### src/rtl/ws2811_tx_if.sv
// rtl/ws2811_tx_if.sv - pixel word valid/ready handshake for ws2811_tx
interface ws2811_tx_if;
    logic [23:0] in_data;
    logic        in_valid;
    logic        in_ready;

    modport master (output in_data, output in_valid, input in_ready);
    modport slave  (input in_data, input in_valid, output in_ready);
endinterface

### src/rtl/ws2811_tx.sv
// rtl/ws2811_tx.sv - WS2811/WS2812 NRZ serializer, GRB MSB first, one-word holding register
// Defining WS2811_PIXCNT_EN adds the per-frame pix_count output.
module ws2811_tx #(
    parameter int BIT_CYCLES   = 20,
    parameter int T0H_CYCLES   = 4,
    parameter int T1H_CYCLES   = 10,
    parameter int RESET_CYCLES = 800
) (
    input  logic        CLK,
    input  logic        RST,
    ws2811_tx_if.slave  pix,
    output logic        DOUT,
    output logic        busy
`ifdef WS2811_PIXCNT_EN
    ,
    output logic [15:0] pix_count
`endif
);

    localparam logic [15:0] BIT_LAST   = 16'(BIT_CYCLES - 1);
    localparam logic [15:0] T0H        = 16'(T0H_CYCLES);
    localparam logic [15:0] T1H        = 16'(T1H_CYCLES);
    localparam logic [15:0] LATCH_LAST = (RESET_CYCLES == 0) ? 16'd0 : 16'(RESET_CYCLES - 1);

    typedef enum logic [1:0] {
        S_IDLE,
        S_SEND,
        S_LATCH
    } state_t;

    state_t      state, state_n;
    logic [15:0] cnt, cnt_n;
    logic [4:0]  bit_idx, bit_idx_n;
    logic [23:0] shifter, shifter_n;
    logic [23:0] hold, hold_n;
    logic        hold_valid, hold_valid_n;
    logic        dout_n;
    logic        load;
    logic        accept;
    logic [15:0] th_n;

    assign pix.in_ready = !hold_valid;
    assign accept       = pix.in_valid && !hold_valid;
    assign busy         = (state != S_IDLE);

    always_ff @(posedge CLK) begin
        if (RST) begin
            state      <= S_LATCH;
            cnt        <= '0;
            bit_idx    <= '0;
            shifter    <= '0;
            hold       <= '0;
            hold_valid <= 1'b0;
            DOUT       <= 1'b0;
        end else begin
            state      <= state_n;
            cnt        <= cnt_n;
            bit_idx    <= bit_idx_n;
            shifter    <= shifter_n;
            hold       <= hold_n;
            hold_valid <= hold_valid_n;
            DOUT       <= dout_n;
        end
    end

    always_comb begin
        state_n   = state;
        cnt_n     = cnt + 16'd1;
        bit_idx_n = bit_idx;
        shifter_n = shifter;
        load      = 1'b0;

        case (state)
            S_IDLE: begin
                cnt_n = '0;
                if (hold_valid) begin
                    load    = 1'b1;
                    state_n = S_SEND;
                end
            end
            S_SEND: begin
                if (cnt == BIT_LAST) begin
                    cnt_n = '0;
                    if (bit_idx != 5'd0) begin
                        bit_idx_n = bit_idx - 5'd1;
                        shifter_n = {shifter[22:0], 1'b0};
                    end else if (hold_valid) begin
                        load = 1'b1;
                    end else begin
                        state_n = S_LATCH;
                    end
                end
            end
            S_LATCH: begin
                // The latch always runs to completion, even with a word waiting.
                if (cnt == LATCH_LAST) begin
                    cnt_n = '0;
                    if (hold_valid) begin
                        load    = 1'b1;
                        state_n = S_SEND;
                    end else begin
                        state_n = S_IDLE;
                    end
                end
            end
            default: begin
                state_n = S_LATCH;
                cnt_n   = '0;
            end
        endcase

        if (load) begin
            shifter_n = hold;
            bit_idx_n = 5'd23;
        end

        hold_n       = accept ? pix.in_data : hold;
        hold_valid_n = load ? 1'b0 : (accept ? 1'b1 : hold_valid);

        // DOUT is registered, so it is computed from the bit and count of the coming cycle.
        th_n   = shifter_n[23] ? T1H : T0H;
        dout_n = (state_n == S_SEND) && (cnt_n < th_n);
    end

`ifdef WS2811_PIXCNT_EN
    logic        leave_latch;
    logic [15:0] pix_base;
    logic [15:0] pix_count_n;

    assign leave_latch = (state == S_LATCH) && (cnt == LATCH_LAST);

    always_comb begin
        pix_base    = leave_latch ? 16'd0 : pix_count;
        pix_count_n = (load && (pix_base != 16'hFFFF)) ? pix_base + 16'd1 : pix_base;
    end

    always_ff @(posedge CLK) begin
        if (RST) pix_count <= '0;
        else     pix_count <= pix_count_n;
    end
`endif

endmodule

### src/flat_wrapper.sv
// flat-port wrapper written by rule: the top's interface ports become plain ports
module ws2811_tx_flat 
#(
    parameter int BIT_CYCLES   = 20,
    parameter int T0H_CYCLES   = 4,
    parameter int T1H_CYCLES   = 10,
    parameter int RESET_CYCLES = 800
)
  (CLK, RST, DOUT, busy, pix_in_data, pix_in_valid, pix_in_ready);
  ws2811_tx_if pix_i ();
  input  logic CLK;
  input  logic RST;
  output logic DOUT;
  output logic busy;
  input wire logic [$bits(pix_i.in_data)-1:0] pix_in_data;
  input wire logic [$bits(pix_i.in_valid)-1:0] pix_in_valid;
  output wire logic [$bits(pix_i.in_ready)-1:0] pix_in_ready;
  assign pix_i.in_data = pix_in_data;
  assign pix_i.in_valid = pix_in_valid;
  assign pix_in_ready = pix_i.in_ready;
  ws2811_tx #(.BIT_CYCLES(BIT_CYCLES), .T0H_CYCLES(T0H_CYCLES), .T1H_CYCLES(T1H_CYCLES), .RESET_CYCLES(RESET_CYCLES)) u_core (.CLK(CLK), .RST(RST), .pix(pix_i), .DOUT(DOUT), .busy(busy));
endmodule
### config.mk
export PLATFORM = sky130hd
export DESIGN_NAME = ws2811_tx_flat
export DESIGN_NICKNAME = d
export VERILOG_FILES = /design/src/rtl/ws2811_tx_if.sv /design/src/rtl/ws2811_tx.sv /design/src/flat_wrapper.sv
export SDC_FILE = /design/constraint.sdc
export NUM_CORES = 1
export LEC_CHECK = 0
export ABC_AREA = 1
export CAP_MARGIN = 20
export CORE_ASPECT_RATIO = 2
export CORE_UTILIZATION = 45
export CTS_CLUSTER_DIAMETER = 40
export DETAILED_ROUTE_END_ITERATION = 8
export PLACE_DENSITY = 0.68
export SYNTH_ARGS = -nofsm -noshare
export SYNTH_HDL_FRONTEND = slang
export SYNTH_SLANG_ARGS = --single-unit
### constraint.sdc
create_clock -name CLK -period 2.6 [get_ports CLK]
set_clock_uncertainty 0.2 [all_clocks]
set_input_delay 0.52 -clock CLK [delete_from_list [all_inputs] [get_ports CLK]]
set_output_delay 0.52 -clock CLK [all_outputs]
set_load 0.1 [all_outputs]
==> results.ini <==
[status]
status=completed

[drt]
wl_met3_um=229
wl_per_cell_um=13.3
firstDrtPassIters=4
postRouteAntennaNets=0
wl_mm=9.08
dr_wl_met2_mm=5.19
avgViaCountPerCell=5.17
drtIter0Drc=129
wirelength_met1_mm=3.35
vias=3529
drc=0
dr.max_layer_used=met4

[sta]
period_needed_ps=2340
setup_violations=0
drv_slew=0
rsz0062_at_grt=false
relSlewSlack=0.748
clock.fmax_mhz=427
tns_ps=0
finalHoldViolCount=0
worst_pin_slew_ps=378
min_period_over_period=0.901
finalWorstSetupSlack_ps=256

[die]
die_h_um=131
die_w_um=66.3
pin_count=30
rows=46
dieArea_um2=8670
start_util=0.466
core_region_area_um2=8000

[yosys]
synth_fp_nets=590
synth_cells=555
synth_top_area_frac=0.392
async_flop_share=0
synth-seq-cells=73
avgSynthCellArea_um2=6.71
synth_edf_count=0
synthesis.area_um2=3720
synth_top_area_cell=dfxtp_1
seq_area_frac_synth=0.392
synth.area.top_cells=dfxtp_1 39%, nand2_1 12%, nor2_1 11%, o21ai_0 7.5%, nand3_1 5.0%
synth_cell_types=35
synth_warnings=0
synth_ff_type=dfxtp_1

[critical_path]
arrival_ps=2420
cp_slowest_cell=dfxtp_1
max_stage_delay_ps=400
crit_chain=ha_2, nand3_1, nor2_1, nand2_1, nand2_1, nand2_2, nand2_1, nor2_1, ha_1, nor2_1, nand3_1, nor2_1, nand3_1, nor2_1
worstPathRequired_ps=2680
worst_path_most_repeated_cell=nor2_1
endpoint_kind=register
start_kind=register
cp_max_fo=7
crit_type=reg2reg

[placed_design]
hpwl_mm=6.66
place_ws_ps=227
portBuffers=29
gp_congestion=0.932

[cts]
numCtsBuffers=9
insertion_delay_ps=340
clock_path_buffers=2
clock_sinks=73
htreeDepth=3
cts.clk_slew.worst_paths_ps=60
cts_setup_buffers=0
cts_tree=yes
clockRootBuffer=clkbuf_16

[power]
power.total_mw=2.53
p_leak_nw=1.97
vdd.ir_drop.worst_mv=0.439
powerDensity_nw_per_um2=578

[global_routing]
antenna_found_initial=0
grt_pass1_wl_mm=15.4
grt_usage=0.237
grt_remaining_overflow=0
grt_pass1_vias=3422
grt_max_degree=50

[layout]
n_antenna_cell=0
drive_gt1_frac=0.0971
fillers=807
syn_to_final_growth_pct=17.4
nets=617
final_util=0.546

[hold_path]
hold_class=reg2reg

[flow_run]
cap_viol_max_count=0

[cell usage after synthesis, types with 4 or more instances]
cell / instances
a21oi_1: 16
a21oi_2: 7
buf_6: 4
clkbuf_1: 13
dfxtp_1: 73
ha_1: 8
inv_1: 47
nand2_1: 119
nand3_1: 37
nand4_1: 5
nor2_1: 111
nor3_1: 9
o21ai_0: 56
o21ai_1: 10
xor2_1: 5
[per-layer routing]
metal / track usage / vias to the layer above
li1: - / 1826
met1: 0.227 / 1626
met2: 0.449 / 56
met3: 0.0590 / 21
met4: 0.123 / 0
met5: 0 / -
[kinds of logic after synthesis]
group                    count (synthesis)  synth area share
AND/OR/NAND/NOR                        295             0.331
AO/OA/AOI/OAI                           96             0.142
buffers and inverters                   76            0.0914
flip-flops                              73             0.392
adder cells (fa/ha/maj)                  8            0.0269
XOR/XNOR                                 7            0.0165
[state kept, by name, summed over array words and instances, names as in the netlist]
name and flops:
u_core.shifter 24, u_core.hold 24, u_core.hold_valid 1, u_core.DOUT 1
u_core.cnt 16, u_core.bit_idx 5, u_core.state 2
[repair_timing]
item                                    in CTS  in global routing
hold endpoints to repair                     0                  0
endpoints found under the setup margin       0                  2
hold buffers                                 0                  0
resized for setup                            0                  4
[layout make-up]
class	instances	area [µm²]	share of cell area
Inverter	53	204	0.0467
Sequential cell	73	1460	0.334
Multi-Input combinational cell	406	1930	0.441
Clock buffer	9	225	0.0515
Tap cell	96	120	0.0275
Timing Repair Buffer	39	387	0.0884
Clock inverter	7	46.3	0.0106
[report_power, final]
part | internal (mW) | switching (mW)
Combinational | 0.0918 | 0.120
Sequential | 1.16 | 0.0257
Clock | 0.643 | 0.489
Total | 1.89 | 0.635
[metrics by stage]
step	std cells	hold slack, ps	area (µm²)
6_report	683	250	4370
3_3_place_gp	667	243	4090
3_5_place_dp	667	243	4090
2_1_floorplan	555	225	3720
4_1_cts	683	252	4360
5_1_grt	683	285	4370
[cell usage in the layout (no fill, tap or decap), types with 10 or more instances in the layout]
cell and instances:
nor2_1 110, nand3_1 37, inv_1 46, dfxtp_1 73, nand2_1 119, clkdlybuf4s50_1 26, buf_4 10, o21ai_1 10
a21oi_1 16, o21ai_0 56
[critical path, delay by kind of cell, from the launching register on]
family	cells	cell delay, ps
adders and majority gates	2	440
DFF	1	400
and+or+nand+nor	12	1260
[path summary, 6_finish.rpt]
path,cells after the start,slack (ps),from,end
worst max-delay path,14,260,u_core.cnt[0],u_core.DOUT
worst min-delay path,2,250,u_core.hold[4],u_core.hold[4]
worst max register to register,14,260,u_core.cnt[0],u_core.DOUT
worst min register to register,2,250,u_core.hold[4],u_core.hold[4]
(Power assumes the default switching activity.)
